<file path="src/rtl/amp_boot_seq_pkg.sv">
// Shared types for the amplifier boot sequencer: FSM state encoding and the
// status byte layout fed back to the amp_cfg register bank.
package amp_boot_seq_pkg;

    typedef enum logic [2:0] {
        StIdle,
        StLoad,
        StSend,
        StWait,
        StFail,
        StGap,
        StDone,
        StError
    } amp_boot_state_e;

    typedef struct packed {
        logic       done_flag;
        logic       err_flag;
        logic       busy;
        logic [2:0] retry_cnt;
        logic [1:0] rsvd;
    } rb_amp_status_t;

    function automatic int unsigned max_u(input int unsigned a, input int unsigned b);
        return (a > b) ? a : b;
    endfunction

endpackage

</file>
<file path="src/rtl/amp_boot_seq.sv">
// Amplifier boot sequencer: snapshots N_BOOT boot bytes and streams them to the
// serial engine with per-byte timeout and whole-sequence retry.
module amp_boot_seq
    import amp_boot_seq_pkg::*;
#(
    parameter int unsigned N_BOOT      = 8,
    parameter int unsigned MAX_RETRY   = 3,
    parameter int unsigned GAP_CYC     = 255,
    parameter int unsigned TIMEOUT_CYC = 1023,
    parameter bit          AUTO_BOOT   = 1'b0
) (
    input  logic                clk,
    input  logic                rst,
    input  logic                amp_init,
    input  logic                abort,
    input  logic [N_BOOT*8-1:0] boot_mem,
    output logic [7:0]          tx_data,
    output logic                tx_valid,
    output logic                tx_first,
    output logic                tx_last,
    input  logic                tx_ready,
    input  logic                resp_valid,
    input  logic                resp_nack,
    output logic                busy,
    output logic                done,
    output logic [7:0]          status
);

    localparam int unsigned IW = (N_BOOT > 1) ? $clog2(N_BOOT) : 1;
    localparam int unsigned TW = $clog2(max_u(GAP_CYC, TIMEOUT_CYC) + 1);
    localparam logic [IW-1:0] LastIdx     = IW'(N_BOOT - 1);
    localparam logic [TW-1:0] TimeoutLast = TW'(TIMEOUT_CYC - 1);
    localparam logic [TW-1:0] GapLast     = TW'(GAP_CYC - 1);
    localparam logic [2:0]    MaxRetry    = 3'(MAX_RETRY);

    amp_boot_state_e state_q, state_d;
    logic [7:0]      snap_q [N_BOOT];
    logic [IW-1:0]   idx_q, idx_d;
    logic [TW-1:0]   timer_q, timer_d;
    logic [2:0]      retry_q, retry_d;
    logic            done_flag_q, done_flag_d;
    logic            err_flag_q, err_flag_d;
    logic            pend_q, pend_d;
    logic            init_q, auto_q, rise;
    logic [7:0]      cur_byte;
    rb_amp_status_t  status_s;

    assign rise = amp_init & ~init_q;

    always_ff @(posedge clk or posedge rst) begin
        if (rst) begin
            state_q     <= StIdle;
            idx_q       <= '0;
            timer_q     <= '0;
            retry_q     <= '0;
            done_flag_q <= 1'b0;
            err_flag_q  <= 1'b0;
            pend_q      <= 1'b0;
            init_q      <= 1'b0;
            auto_q      <= AUTO_BOOT;
            for (int k = 0; k < int'(N_BOOT); k++) snap_q[k] <= '0;
        end else begin
            state_q     <= state_d;
            idx_q       <= idx_d;
            timer_q     <= timer_d;
            retry_q     <= retry_d;
            done_flag_q <= done_flag_d;
            err_flag_q  <= err_flag_d;
            pend_q      <= pend_d;
            init_q      <= amp_init;
            auto_q      <= 1'b0;
            if (state_q == StLoad) begin
                for (int k = 0; k < int'(N_BOOT); k++) snap_q[k] <= boot_mem[8*k +: 8];
            end
        end
    end

    always_comb begin
        cur_byte = '0;
        for (int k = 0; k < int'(N_BOOT); k++) begin
            if (idx_q == IW'(k)) cur_byte = snap_q[k];
        end
    end

    always_comb begin
        state_d     = state_q;
        idx_d       = idx_q;
        timer_d     = '0;
        retry_d     = retry_q;
        done_flag_d = done_flag_q;
        err_flag_d  = err_flag_q;
        pend_d      = pend_q;
        // A request arriving outside IDLE is held one deep until we get back there.
        if (rise && state_q != StIdle) pend_d = 1'b1;
        unique case (state_q)
            StIdle: begin
                if (rise || pend_q || auto_q) begin
                    state_d = StLoad;
                    pend_d  = 1'b0;
                end
            end
            StLoad: begin
                idx_d       = '0;
                retry_d     = '0;
                done_flag_d = 1'b0;
                err_flag_d  = 1'b0;
                state_d     = StSend;
            end
            StSend: begin
                if (tx_ready) state_d = StWait;
            end
            StWait: begin
                timer_d = timer_q + 1'b1;
                if (resp_valid && !resp_nack) begin
                    if (idx_q == LastIdx) begin
                        state_d = StDone;
                    end else begin
                        idx_d   = idx_q + 1'b1;
                        state_d = StSend;
                    end
                end else if (resp_valid || timer_q == TimeoutLast) begin
                    state_d = StFail;
                end
            end
            StFail: begin
                if (retry_q == MaxRetry) begin
                    state_d = StError;
                end else begin
                    if (retry_q != 3'd7) retry_d = retry_q + 3'd1;
                    state_d = StGap;
                end
            end
            StGap: begin
                timer_d = timer_q + 1'b1;
                if (timer_q == GapLast) begin
                    idx_d   = '0;
                    state_d = StSend;
                end
            end
            StDone: begin
                done_flag_d = 1'b1;
                state_d     = StIdle;
            end
            StError: begin
                err_flag_d = 1'b1;
                state_d    = StIdle;
            end
            default: state_d = StIdle;
        endcase
        if (state_d != state_q) timer_d = '0;
        // Abort overrides everything decided above, including a same-cycle response.
        if (abort) begin
            state_d     = StIdle;
            pend_d      = 1'b0;
            timer_d     = '0;
            idx_d       = idx_q;
            retry_d     = retry_q;
            done_flag_d = done_flag_q;
            err_flag_d  = err_flag_q;
        end
    end

    assign tx_valid = (state_q == StSend);
    assign tx_data  = tx_valid ? cur_byte : 8'h00;
    assign tx_first = tx_valid && (idx_q == '0);
    assign tx_last  = tx_valid && (idx_q == LastIdx);
    assign busy     = (state_q == StLoad) || (state_q == StSend) || (state_q == StWait) ||
                      (state_q == StFail) || (state_q == StGap);
    assign done     = (state_q == StDone);

    assign status_s = '{
        done_flag: done_flag_q,
        err_flag:  err_flag_q,
        busy:      busy,
        retry_cnt: retry_q,
        rsvd:      2'b00
    };
    assign status = status_s;

endmodule

</file>
<file path="config.mk">
export PLATFORM = sky130hd
export DESIGN_NAME = amp_boot_seq
export DESIGN_NICKNAME = d
export VERILOG_FILES = /design/src/rtl/amp_boot_seq_pkg.sv /design/src/rtl/amp_boot_seq.sv
export SDC_FILE = /design/constraint.sdc
export NUM_CORES = 1
export LEC_CHECK = 0
export ABC_AREA = 1
export ABC_CLOCK_PERIOD_IN_PS = 7400
export BUFFER_PORTS_ARGS = -buffer_cell sky130_fd_sc_hd__buf_2
export CAP_MARGIN = 20
export CORE_MARGIN = 4
export CORE_UTILIZATION = 35
export CTS_CLUSTER_DIAMETER = 30
export DETAILED_ROUTE_END_ITERATION = 8
export PLACE_DENSITY = 0.59
export SETUP_SLACK_MARGIN = 0.02
export SYNTH_ARGS = -nofsm -noshare
export SYNTH_HDL_FRONTEND = slang
export SYNTH_SLANG_ARGS = --single-unit
</file>
<file path="constraint.sdc">
create_clock -name clk -period 7.4 [get_ports clk]
set_input_delay 0.74 -clock clk [delete_from_list [all_inputs] [get_ports clk]]
set_output_delay 0.74 -clock clk [all_outputs]
set_load 0.005 [all_outputs]
</file>
# Word-level counts from Yosys, hierarchy flattened
# Index checks and enable logic that the tools add are counted.
[word_totals]
register_bits = 87
latchBits = 0
mem_bits_rw = 0
romBits = 0
out_inout_bits = 21
wordCells = 104
mem_count = 0
[classes]
addsub = 3
mul = 0
div_mod_pow = 0
n_lt_le_gt_ge = 0
n_eq_ne = 24
n_shift = 0
mux = 34
bitwise = 3
n_reduce_logical = 24
[ops]
columns = ["operator", "count"]
rows = [
  ["2-to-1 mux 8 bit", 9],
  ["2-to-1 mux 3 bit", 12],
  ["2-to-1 mux 10 bit", 3],
  ["== test 3 bit, second input constant", 8],
  ["case mux 3 bit (7 select lines)", 1],
  ["== test 3 x 2 -> 1 bit, second input constant", 5],
  ["adder 10 x 1 -> 10 bit, second input constant", 1],
  ["== test 10 bit, second input constant", 1],
  ["== test 10 x 8 -> 1 bit, second input constant", 1],
  ["!= test 2 bit, second input constant", 5],
  ["case mux 3 bit (3 select lines)", 1],
  ["adder 3 x 1 -> 3 bit, second input constant", 2],
  ["== test 3 x 1 -> 1 bit, second input constant", 2],
  ["logical NOT 3 bit", 2],
  ["logical OR 1 bit", 6],
  ["case mux 3 bit (2 select lines)", 1],
  ["nonzero test 2 bit", 3],
  ["nonzero test 3 bit", 2],
  ["AND reduction 5 bit", 1],
  ["logical AND 1 bit", 4],
  ["2-to-1 mux 1 bit", 4],
  ["case mux 1 bit (2 select lines)", 2],
  ["AND reduction 2 bit", 2],
  ["AND reduction 4 bit", 1],
  ["other kinds (7)", 9],
]

# Longest topological paths before layout
[depth]
depth_word = 10
depth_mapped = 13
ltp_nobuf = 12

# Worst setup path after synthesis
# OpenSTA, ideal clock, no wires.
[synth_path]
path_kind = "reg-to-output"
start = "register idx_q[2]"
end = "output tx_data[7]"
arrival_ns = 1.544
required_ns = 6.660
path_slack_ns = 5.116
path_stages_with_launch = 13
cell_sequence = "dfrtp_1 buf_2 inv_2 ha_1 clkbuf_1 inv_1 o21ai_0 inv_1 nand2_1 nand2_1 nand2_1 a21oi_1 nor2_1"
[synth_between]
elab_chain_len = 10
[synth_lines]
columns = ["item", "line_no", "source"]
rows = [
  ["from (decl)", "amp_boot_seq.sv:38", "logic [IW-1:0] idx_q, idx_d;"],
  ["from (signal assigned)", "amp_boot_seq.sv:64", "idx_q <= idx_d;"],
  ["logical NOT 3 bit", "amp_boot_seq.sv:81", "if (idx_q == IW'(k)) cur_byte = snap_q[k];"],
  ["2-to-1 mux 8 bit (7 in series)", "amp_boot_seq.sv:81", ""],
  ["2-to-1 mux 8 bit (*)", "amp_boot_seq.sv:81", ""],
  ["2-to-1 mux 8 bit (*)", "amp_boot_seq.sv:164", "assign tx_data = tx_valid ? cur_byte : 8'h00;"],
  ["to (decl)", "amp_boot_seq.sv:17", "output logic [7:0] tx_data,"],
]
# Mark *: on every way between the ends. The rest lies on a longest branch, timed or not.

# Worst setup path after layout
[layout_path]
start = "register idx_q[0]"
end = "output tx_data[3]"
# Same word-level chain as after synthesis.

==> out/results.ini <==
[floorplan]
fp-row-count=41
initial_core_util_pct=36.00
core_um2=12720
die_w_um=122.4
dieArea_um2=14980
ios=92
die_y_um=122.4

[clocking]
cts_buffers=9
path_clk_slew_ns=0.06
cts_hold_buffers=0
cts_setup_buffers=0
cts_buffer_depth=2
cts_root_buffer=clkbuf_16
htreeDepth=3
ctsResizeCount=0
tritoncts=built
insertion_delay_ns=0.34
clock_sinks=87

[sta]
setup_viol=0
clock_skew_ns=0.003557
fin_crit_ns=3.036
period_share_pct=41.02
max_freq_mhz=329.4
setup_tns_ns=0
maxSlewViolCount=0
final_hold_viol_count=0
relSlewSlack_pct=37.53
rsz0062_at_grt=false
worst_pin_slew_ns=0.9371
fin_ws_ns=4.364

[global_route]
first_global_vias=3749
grt_overflow=0
antenna_found_initial=0
grt_max_degree=87
track_usage_pct=15.40
grt_pass1_wl_um=17890

[power_and_ir_drop]
p_leak_uw=0.002743
total_power_uw=1823
ir_worst_vdd_mv=0.1230
powerDensity_nw_per_um2=333.8

[logic_synthesis]
avgSynthCellArea_um2=8.790
synth.distinct_cells=32
synth_cells=521
yosysTopAreaCellShare_pct=47.54
synth_edf_count=0
ys_ff_latch=87
synth.area.top_cells=dfrtp_1 (48%), mux2_2 (8.9%), nand2_1 (7.5%), inv_1 (5.5%), a21oi_1 (4.7%)
synth_ff_type=dfrtp_1
synth_top_cell_by_area=dfrtp_1
synth_area_um2=4579
ys_seq_area_share_pct=47.54
ys_async_sr_fraction_pct=100.0
yosysWarningCount=0

[place]
gp_congestion=0.8046
io_buffers=89
dp_slack_ns=4.736
dp_hpwl_um=8359

[detailed_routing]
drt-initial-drc-count=258
wl_um=10810
dr_total_vias=3653
first_pass_iters=4
avgRoutedWirePerCell_um=13.82
avgViaCountPerCell=4.671
drc=0
ant_nets=0

[hold_path]
hp-class=in2async

[worst_setup_path]
crit_type=reg2out
cp.required_ns=6.66
path_max_fanout=8
cp_data_arrival_time_ns=2.30
critPathCaptureType=output port
critPathLaunchType=register

[final_layout]
filler_cell_count=1302
areaGrowthSynthToFinish_pct=19.24
multi_input_area_um2=2027
antenna_cells=0
final_cell_mix=nand2_1 (91), buf_2 (89), dfrtp_1 (87)
layout.cells.most_common=nand2_1
nets=687
layout-drive-gt1-share_pct=29.34
ff_latch_area_um2=2177

[job]
drv_cap=0

[run_status]
status=complete, no violations

-- final cells by class --
type	count	area share, %
Multi-Input combinational cell	343	37.12
Timing Repair Buffer	93	9.074
Clock inverter	3	0.3208
Clock buffer	13	4.766
Tap cell	172	3.941
Inverter	71	4.904
Sequential cell	87	39.87
-- report_power, final --
part	internal, µW	switching (µW)	leakage, µW
clock network	245	177	0.000136
registers	660	102	0.00105
logic	281	358	0.00156
-- synth_stat cells (3+ instances only) --
| library cell | count |
|---|---|
| a21oi_1 | 43 |
| inv_1 | 67 |
| buf_4 | 6 |
| nor2_1 | 44 |
| inv_2 | 4 |
| nor3_1 | 3 |
| clkbuf_1 | 4 |
| mux2_1 | 6 |
| o21ai_0 | 36 |
| ha_1 | 11 |
| nand3_1 | 30 |
| nand3b_1 | 3 |
| or2_2 | 4 |
| nor2_2 | 12 |
| dfrtp_1 | 87 |
| nand2_2 | 4 |
| nand2_1 | 92 |
| mux2_2 | 36 |
| buf_2 | 11 |
-- logic make-up (layout without fill, tap and decap cells) --
logic type	count (synthesis)	count (layout)	share of synthesized area [%]
mux	42	42	10.33
buf+inv	92	180	8.333
fa+ha+maj	11	11	3.005
simple gates	202	202	20.96
compound gates	86	86	9.754
other cells	1	2	0.08189
flops	87	87	47.54
-- registers in the layout (all words and copies together), names as in the netlist --
name,cells
done_flag_q,1
timer_q,10
idx_q,3
snap_q,64
pend_q,1
init_q,1
state_q,3
retry_q,3
err_flag_q,1
-- metrics by stage --
stage	hold slack, ns	util [%]	area [µm²]	instances
floorplan	0.4565	-	4583	522
global placement	0.4811	40.46	5147	764
detailed placement	0.4885	40.68	5175	765
CTS	0.4257	42.86	5453	781
global route	0.4425	42.92	5460	782
finish	0.4224	42.92	5460	782
-- routing by layer --
metal	routed length [µm]	share of wire, %	global-route usage (%)
met1	4712	44	18.57
met2	5412	50	26.38
met3	419	3.9	3.180
met4	261	2.4	7.138
met5	0	0	0
-- worst paths after layout --
| check | start | endpoint | slack, ns | depth (start not counted) |
|---|---|---|---|---|
| min in group clk | retry_q[0] | retry_q[0] | 0.50 | 1 |
| max reg2reg | idx_q[0] | idx_q[1] | 5.32 | 9 |
| max | idx_q[0] | tx_data[3] | 4.36 | 13 |
| min reg2reg | retry_q[0] | retry_q[0] | 0.50 | 1 |
| min | rst | timer_q[2] | 0.42 | 3 |
| max in group asynchronous | rst | timer_q[7] | 6.36 | 4 |
-- worst max-delay path: stages (launching register included) --
cell and delay, ns:
dfrtp_1 0.40, inv_1 0.13, ha_1 0.18, inv_1 0.06, nor2_1 0.37, nand3_1 0.15
nand3_1 0.11, nand2_1 0.06, nand2_1 0.05, nand2_1 0.05, nand2_1 0.06, a21oi_1 0.07
nor2_1 0.13, buf_2 0.13
Note: power is estimated with default switching activity, not from simulation.
